==> config.mk <==
export PLATFORM = sky130hd
export DESIGN_NAME = cilantro_ifetch
export DESIGN_NICKNAME = d
export VERILOG_FILES = /design/src/rtl/cilantro_ifetch.sv
export SDC_FILE = /design/constraint.sdc
export NUM_CORES = 1
export LEC_CHECK = 0
export BUFFER_PORTS_ARGS = -buffer_cell sky130_fd_sc_hd__buf_2
export CORE_MARGIN = 1
export CORE_UTILIZATION = 60
export DETAILED_ROUTE_END_ITERATION = 16
export PLACE_DENSITY = 0.91
export SKIP_CTS_REPAIR_TIMING = 1
export SLEW_MARGIN = 20
export SYNTH_ARGS = -nofsm -noshare
export SYNTH_HDL_FRONTEND = slang
export SYNTH_SLANG_ARGS = --single-unit
==> constraint.sdc <==
create_clock -name clk -period 17.45 [get_ports clk]
set_clock_uncertainty 0.05 [all_clocks]
set_input_delay 3.49 -clock clk [delete_from_list [all_inputs] [get_ports clk]]
set_output_delay 3.49 -clock clk [all_outputs]
set_load 0.005 [all_outputs]
==> src/rtl/cilantro_ifetch.sv <==
// Instruction fetch stage for the cilantro core: owns the PC, issues word
// fetches with credit flow control and buffers returned words with their PC.
module cilantro_ifetch #(
    parameter logic [31:0] RESET_PC        = 32'h0000_0000,
    parameter int          FIFO_DEPTH      = 4,
    parameter int          MAX_OUTSTANDING = 2,
    localparam int         OW              = $clog2(MAX_OUTSTANDING + 1)
) (
    input  logic          clk,
    input  logic          rst,
    input  logic          redirect_valid,
    input  logic [31:0]   redirect_pc,
    output logic          imem_req_valid,
    output logic [31:0]   imem_req_addr,
    input  logic          imem_req_ready,
    input  logic          imem_rsp_valid,
    input  logic [31:0]   imem_rsp_data,
    output logic          instr_valid,
    output logic [31:0]   instr_data,
    output logic [31:0]   instr_pc,
    input  logic          instr_ready,
    output logic [OW-1:0] outstanding
);

    localparam int PW = $clog2(FIFO_DEPTH);
    localparam int CW = PW + 1;

    logic [31:0]   pc_q, pc_d;
    logic [31:0]   rpc_q, rpc_d;
    logic [OW-1:0] ost_q, ost_d;
    logic [OW-1:0] drop_q, drop_d;
    logic [CW-1:0] cnt_q, cnt_d;
    logic [PW-1:0] wp_q, wp_d;
    logic [PW-1:0] rp_q, rp_d;
    logic [31:0]   fpc_q [FIFO_DEPTH];
    logic [31:0]   fdat_q [FIFO_DEPTH];

    logic credit;
    logic accept;
    logic rsp_ok;
    logic push;
    logic pop;

    always_comb begin
        credit = (int'(ost_q) < MAX_OUTSTANDING)
              && (int'(ost_q) + int'(cnt_q) < FIFO_DEPTH);
        imem_req_valid = !rst && !redirect_valid && credit;
        accept = imem_req_valid && imem_req_ready;
        // A response with nothing outstanding is a protocol error; ignore it.
        rsp_ok = imem_rsp_valid && (ost_q != '0);
        push   = rsp_ok && (drop_q == '0) && !redirect_valid;
        pop    = (cnt_q != '0) && instr_ready && !redirect_valid;

        ost_d  = ost_q + OW'(accept) - OW'(rsp_ok);
        drop_d = drop_q;
        pc_d   = pc_q;
        rpc_d  = rpc_q;
        cnt_d  = cnt_q + CW'(push) - CW'(pop);
        wp_d   = wp_q + PW'(push);
        rp_d   = rp_q + PW'(pop);

        if (redirect_valid) begin
            drop_d = ost_q - OW'(rsp_ok);
            pc_d   = redirect_pc & ~32'h3;
            rpc_d  = redirect_pc & ~32'h3;
            cnt_d  = '0;
            wp_d   = '0;
            rp_d   = '0;
        end else begin
            if (rsp_ok && (drop_q != '0)) begin
                drop_d = drop_q - OW'(1);
            end
            if (accept) begin
                pc_d = pc_q + 32'd4;
            end
            if (push) begin
                rpc_d = rpc_q + 32'd4;
            end
        end
    end

    always_ff @(posedge clk) begin
        if (rst) begin
            pc_q   <= RESET_PC;
            rpc_q  <= RESET_PC;
            ost_q  <= '0;
            drop_q <= '0;
            cnt_q  <= '0;
            wp_q   <= '0;
            rp_q   <= '0;
        end else begin
            pc_q   <= pc_d;
            rpc_q  <= rpc_d;
            ost_q  <= ost_d;
            drop_q <= drop_d;
            cnt_q  <= cnt_d;
            wp_q   <= wp_d;
            rp_q   <= rp_d;
        end
    end

    always_ff @(posedge clk) begin
        if (!rst && push) begin
            fpc_q[wp_q]  <= rpc_q;
            fdat_q[wp_q] <= imem_rsp_data;
        end
    end

    assign imem_req_addr = pc_q;
    assign instr_valid   = (cnt_q != '0);
    assign instr_data    = instr_valid ? fdat_q[rp_q] : 32'h0;
    assign instr_pc      = instr_valid ? fpc_q[rp_q] : 32'h0;
    assign outstanding   = ost_q;

endmodule

# ---- Word-level counts from Yosys, hierarchy flattened
# Memory sizes are Yosys's and may differ from the RTL's. A register that Yosys moved wholly into a read port is not among the register bits.
# Index checks and enable logic that the tools add are counted.
dict set report word_totals {
  regBits 75
  ram_bits 256
  out_inout_bits 100
  elab_cells 57
  mem_count 2
}
dict set report classes {
  add_sub_neg 11
  n_lt_le_gt_ge 2
  mux 12
  reduce_logical 21
}
# name depth word_bits read_ports rd_ports_with_merged_regs write_ports line_no
set memory_table {}
lappend memory_table {fdat_q 4 32 1 1 1 36} ;# logic [31:0] fdat_q [FIFO_DEPTH];
lappend memory_table {fpc_q 4 32 1 1 1 35} ;# logic [31:0] fpc_q [FIFO_DEPTH];
# op count
set op_table {}
lappend op_table {{$mux 32} 6}
lappend op_table {{$add 32x3->32 const B} 2}
lappend op_table {{$logic_and 1x1->1} 11}
lappend op_table {{$reduce_bool 2->1} 5}
lappend op_table {{$mux 2} 4}
lappend op_table {{$add 2x1->2} 3}
lappend op_table {{$add 2x3->4} 1}
lappend op_table {{$lt 4x3->1 const B} 1}
lappend op_table {{$sub 2x1->2} 2}
lappend op_table {{$add 3x1->3} 1}
lappend op_table {{$reduce_bool 3->1} 1}
lappend op_table {{$sub 3x1->3} 1}
lappend op_table {{$logic_not 1->1} 2}
lappend op_table {{$logic_not 2->1} 1}
lappend op_table {{$lt 2x2->1 const B} 1}
lappend op_table {{$mux 1} 2}
lappend op_table {{$reduce_or 2->1} 1}
lappend op_table {{$sub 2x1->2 const B} 1}

# ---- Depth between registers and ports, before layout
dict set report logic_depth {
  ltp_word 7
  ltp_mapped 12
  ltp_nobuf 11
}

# ---- Least setup slack after synthesis
# No wires, ideal clock.
dict set report synth_timing {
  path_type {input -> register}
  start {input redirect_valid}
  end {memory fdat_q[0][0], enable pin}
  arrival_ns 9.928
  t_required_ns 16.765
  path_slack_ns 6.837
  path_stages 5
  path_cell_list {buf_2 inv_1 buf_6 nand2_1 nor4_1}
}
dict set report synth_via {
  elab_chain_len 5
}
# element line_no
set synth_rtl {}
lappend synth_rtl {{start, declared} 11} ;# input logic redirect_valid,
lappend synth_rtl {{$logic_not 1->1} 51} ;# push = rsp_ok && (drop_q == '0) && !redirect_valid;
lappend synth_rtl {{$logic_and 1x1->1} 51}
lappend synth_rtl {{$logic_and 1x1->1} 103} ;# if (!rst && push) begin
lappend synth_rtl {{$mux 1} 103}
lappend synth_rtl {{$mux 1 (implied by the code)} 105} ;# fdat_q[wp_q] <= imem_rsp_data;
lappend synth_rtl {{end, declared} 36}
# No other way between the ends.

# ---- Final worst setup path
dict set report layout_timing {
  start {input rst}
  end {output imem_req_valid}
}
dict set report layout_via {
  elab_chain_len 3
}
# element line_no
set layout_rtl {}
lappend layout_rtl {{start, declared} 10} ;# input logic rst,
lappend layout_rtl {{$logic_not 1->1} 47} ;# imem_req_valid = !rst && !redirect_valid && credit;
lappend layout_rtl {{$logic_and 1x1->1 (2 in a row)} 47}
lappend layout_rtl {{end, declared} 13} ;# output logic imem_req_valid,
# No other way between the ends.

==> results.md <==
Critical path:
- The largest driver fanout on the critical path is 56.
- The type of the setup path with the least slack is input pin to output pin.
- The depth of the most critical reg-to-reg path is 11.
- The cell repeated most along the worst path is sky130_fd_sc_hd__buf_2.
- The capturing element type of the critical path is an output pin.
- The data required time of the critical path is 13.91 ns.
- Among all stages on the critical path, the largest delay is contributed by sky130_fd_sc_hd__buf_4.
- The signal on the critical path passes through buf_2 -> buf_4 -> nor2_2 -> and3_1 -> buf_2.
- The arrival time at the worst endpoint is roughly 4.6 ns.
- The startpoint class of the critical path is an input pin.
- In this design, the stage delay of the slowest critical-path cell is 0.49 ns.

Run status:
- The flow ran to the end, and the final reports show no timing, DRC or antenna violations.

Worst hold path:
- The worst hold path class is flip-flop to flip-flop.
- Counting instances, the worst hold path has a depth of 1.

Synth:
- Synthesis inferred around 320 register bits.
- The most used flip-flop cell after synthesis is sky130_fd_sc_hd__edfxtp_1.
- Yosys mapped a number of flops with a built-in enable equal to 248.
- The post-synthesis instance total is 899.
- For this run, the register share of the synthesized area comes to 0.664.
- In the synthesized netlist the async set-or-reset flop fraction comes to 0.
- The mapped netlist covers 13,400 um2.
- Each instance of the synthesized netlist takes up on average 14.9 um2.
- The Yosys step of the flow raised 0 warnings.
- In this run, distinct cell masters in the synthesized netlist total 62.

Cells and area:
- The final design instance area without fill is roughly 15,000 um2.
- The fill cell instance count of the final layout is 1,405.
- The sequential cell area in the final layout is 8870 um2.
- Summing all multi-input logic gate instances after layout gives 4220 um2.
- At the end of the flow the core is filled with cells to 0.704.
- The layout cell share with drive strength beyond 1 is 0.283.
- The count of placed standard cells in the final layout, fillers left out is 1,363.
- The most common cell after layout, fill and taps aside is sky130_fd_sc_hd__edfxtp_1.
- Leaving out fill and tap cells, the most frequent cells in the layout are sky130_fd_sc_hd__edfxtp_1, sky130_fd_sc_hd__buf_2, sky130_fd_sc_hd__dfxtp_1, sky130_fd_sc_hd__nor2b_1, sky130_fd_sc_hd__mux4_2.
- The net count of the finished layout is ~1,100.
- The area growth from synthesis to layout is 15.0%.
- 0 antenna diodes ended up in the layout.

Route:
- The remaining routing DRC violations is 0.
- After detailed routing, the average wire length per cell comes to roughly 21 um.
- The first detailed-routing pass took 5 iterations.
- For this block, the initial DRC count from the detailed router was between 600 and 700.
- The final wirelength is 28.4 mm.
- The residual antenna-violating net count after detailed routing is 0.
- The vias per cell is between 6 and 7.
- The number of vias in the routed layout is 8,432.

Placement:
- Once detailed placement completed, the half-perimeter wirelength came to 17.7 mm.
- During placement, the flow inserted port buffers numbering about 160.
- Prior to clock tree synthesis, the placed netlist has a worst setup slack of 9.32 ns.
- The routability-driven placement congestion ratio is 0.874.
- The placed cell count is 1,307.
- The placed instances occupy a cell area of around 14,000 um2.

STA:
- The final number of max-transition violations is 0.
- The minimum clock period is 8.16 ns.
- The final count of hold timing violations is 0.
- For the pin with the worst max-slew slack, the measured transition is 1.09 ns.
- In the final timing run, aggregate negative setup slack is 0 ns.
- The minimum setup slack in the final design is 9.29 ns.
- The final worst-path cycle share is 0.467.
- The highest clock frequency the design can meet is 0.123 GHz.
- The max-slew headroom at the worst pin is 0.273.
- The worst hold-check slack is 0.457 ns.
- Setup repair after global routing left no endpoint under its margin.
- Setup violations remaining at the end of the flow were counted as 0.

Global route:
- For this run, the total global-route usage over all layers was measured as 0.251.
- The initial antenna violation count came to 0.
- The maximum number of pins on one net before global-route repair is 64.
- In the global route stage, met1 resource usage came out at 0.341.
- The total global routing overflow is 0.
- The first global-routing pass estimated 43.7 mm of wire.
- For met2 alone, demand over resource in global routing was 0.418.
- The via count of the first global-routing pass is 8,201.
- In the global route stage, met3 resource usage came out at 0.0488.
- The layer flagged by global routing as most heavily used is met2.

Power:
- The share of total power in sequential cells is 0.549.
- In this run the power spent charging and discharging nets is 339 uW.
- Power spread over the standard cell area amounts to 103 nW/um2.
- The share of total power in combinational logic is 0.067.
- The switching part of the total is 0.215.
- IR analysis of the VDD net gives a maximum drop of 0.0663 mV.
- The overall power of the completed layout is 1.58 mW.
- The internal portion of total power is 1.24 mW.
- The cell leakage power is 5.33 nW.
- The share of total power dissipated in the clock network is 0.385.

Flow run:
- The total of max-cap violations is 0.

Clocking:
- For the worst-skew pair, the clock arrives at the later sink with an insertion delay of approximately 0.53 ns.
- After clock tree synthesis, the clock-pin slew on the worst setup and hold paths is 0.06 ns.
- The clock drives 319 sinks.
- The deepest level of the CTS H-tree is 1.
- The number of clock buffers inserted by TritonCTS is 30.
- The cell chosen for the clock root is sky130_fd_sc_hd__clkbuf_16.
- No sink is reached through more buffers than the 3 on the longest clock path.
- The clock tree from TritonCTS is done.

Die:
- The placeable core region is about 22,000 um2.
- The starting density of the core is 0.612.
- The count of boundary I/O pins is 170.
- The die is 151 um wide.
- The die covers 22,900 um2.
- The initialized floorplan defines 54 standard-cell rows.
- The die is 151 um tall.
## path summary, 6_finish.rpt
check,from,to,slack (ns)
max,rst,imem_req_valid,9.29
min,imem_req_addr[26],imem_req_addr[26],0.46
max reg2reg,cnt_q[2],cnt_q[2],14.33
min reg2reg,imem_req_addr[26],imem_req_addr[26],0.46
## cells in the mapped netlist, drive strengths merged (4+ instances only)
cell / n / area [um2]
nor2b: 64 / 400
a21oi: 25 / 129
nor2: 53 / 201
o211ai: 4 / 30.0
or4: 7 / 56.3
and4: 5 / 46.3
xnor2: 26 / 228
ha: 11 / 138
and3: 8 / 50.1
buf: 20 / 120
nand4: 19 / 125
clkbuf: 30 / 113
or3: 8 / 55.1
edfxtp: 248 / 7450
nand3: 22 / 110
a31oi: 19 / 119
nand2: 51 / 191
dfxtp: 71 / 1420
mux4: 62 / 1400
a211oi: 16 / 120
o21ai: 27 / 135
a21boi: 4 / 30.0
inv: 22 / 82.6
and2: 9 / 56.3
xor2: 12 / 105
nor3: 15 / 80.1
nor4: 8 / 77.6
## power groups by stage
| stage | clock network [mW] | logic (mW) | registers, mW |
|---|---|---|---|
| after floorplan | 0 | 0.0656 | 0.873 |
| after global placement | 0 | 0.100 | 0.878 |
| after detailed placement | 0 | 0.104 | 0.881 |
| after CTS | 0.616 | 0.105 | 0.865 |
| after global routing | 0.648 | 0.118 | 0.868 |
| final | 0.607 | 0.106 | 0.866 |
## final cells by class
cell class              instances  area share
well taps                     280      0.0228
repair buffers                175      0.0590
inverters                      22     0.00537
flip-flops and latches        319       0.578
clock inverters                 5     0.00163
clock buffers                  51      0.0589
multi-input cells             511       0.275
## routing by layer
layer  wire [um]  vias up  share of wire
li1            -     3771              -
met1       11000     4144           0.39
met2       13800      468           0.49
met3        3000       49           0.11
met4         560        0          0.020
met5           0        -              0
## worst max-delay path, delay by kind of cell
family / cells / cell delay (ns)
AND/OR/NAND/NOR: 2 / 0.39
buffers and inverters: 3 / 0.70
## cells by family after synthesis
logic type,after synthesis,synth area share
fa+ha+maj,12,0.0118
simple gates,270,0.109
buf+inv,72,0.0236
mux,65,0.107
compound gates,122,0.0595
xor+xnor,38,0.0249
flops,319,0.664
other cells,1,0.000281
## sequential cells by signal, summed over array words and instances (netlist names)
register	flops
rpc_q	30
imem_req_addr	30
cnt_q	3
rp_q	2
wp_q	2
fpc_q	120
fdat_q	128
drop_q	2
outstanding	2
(Power assumes the default switching activity.)
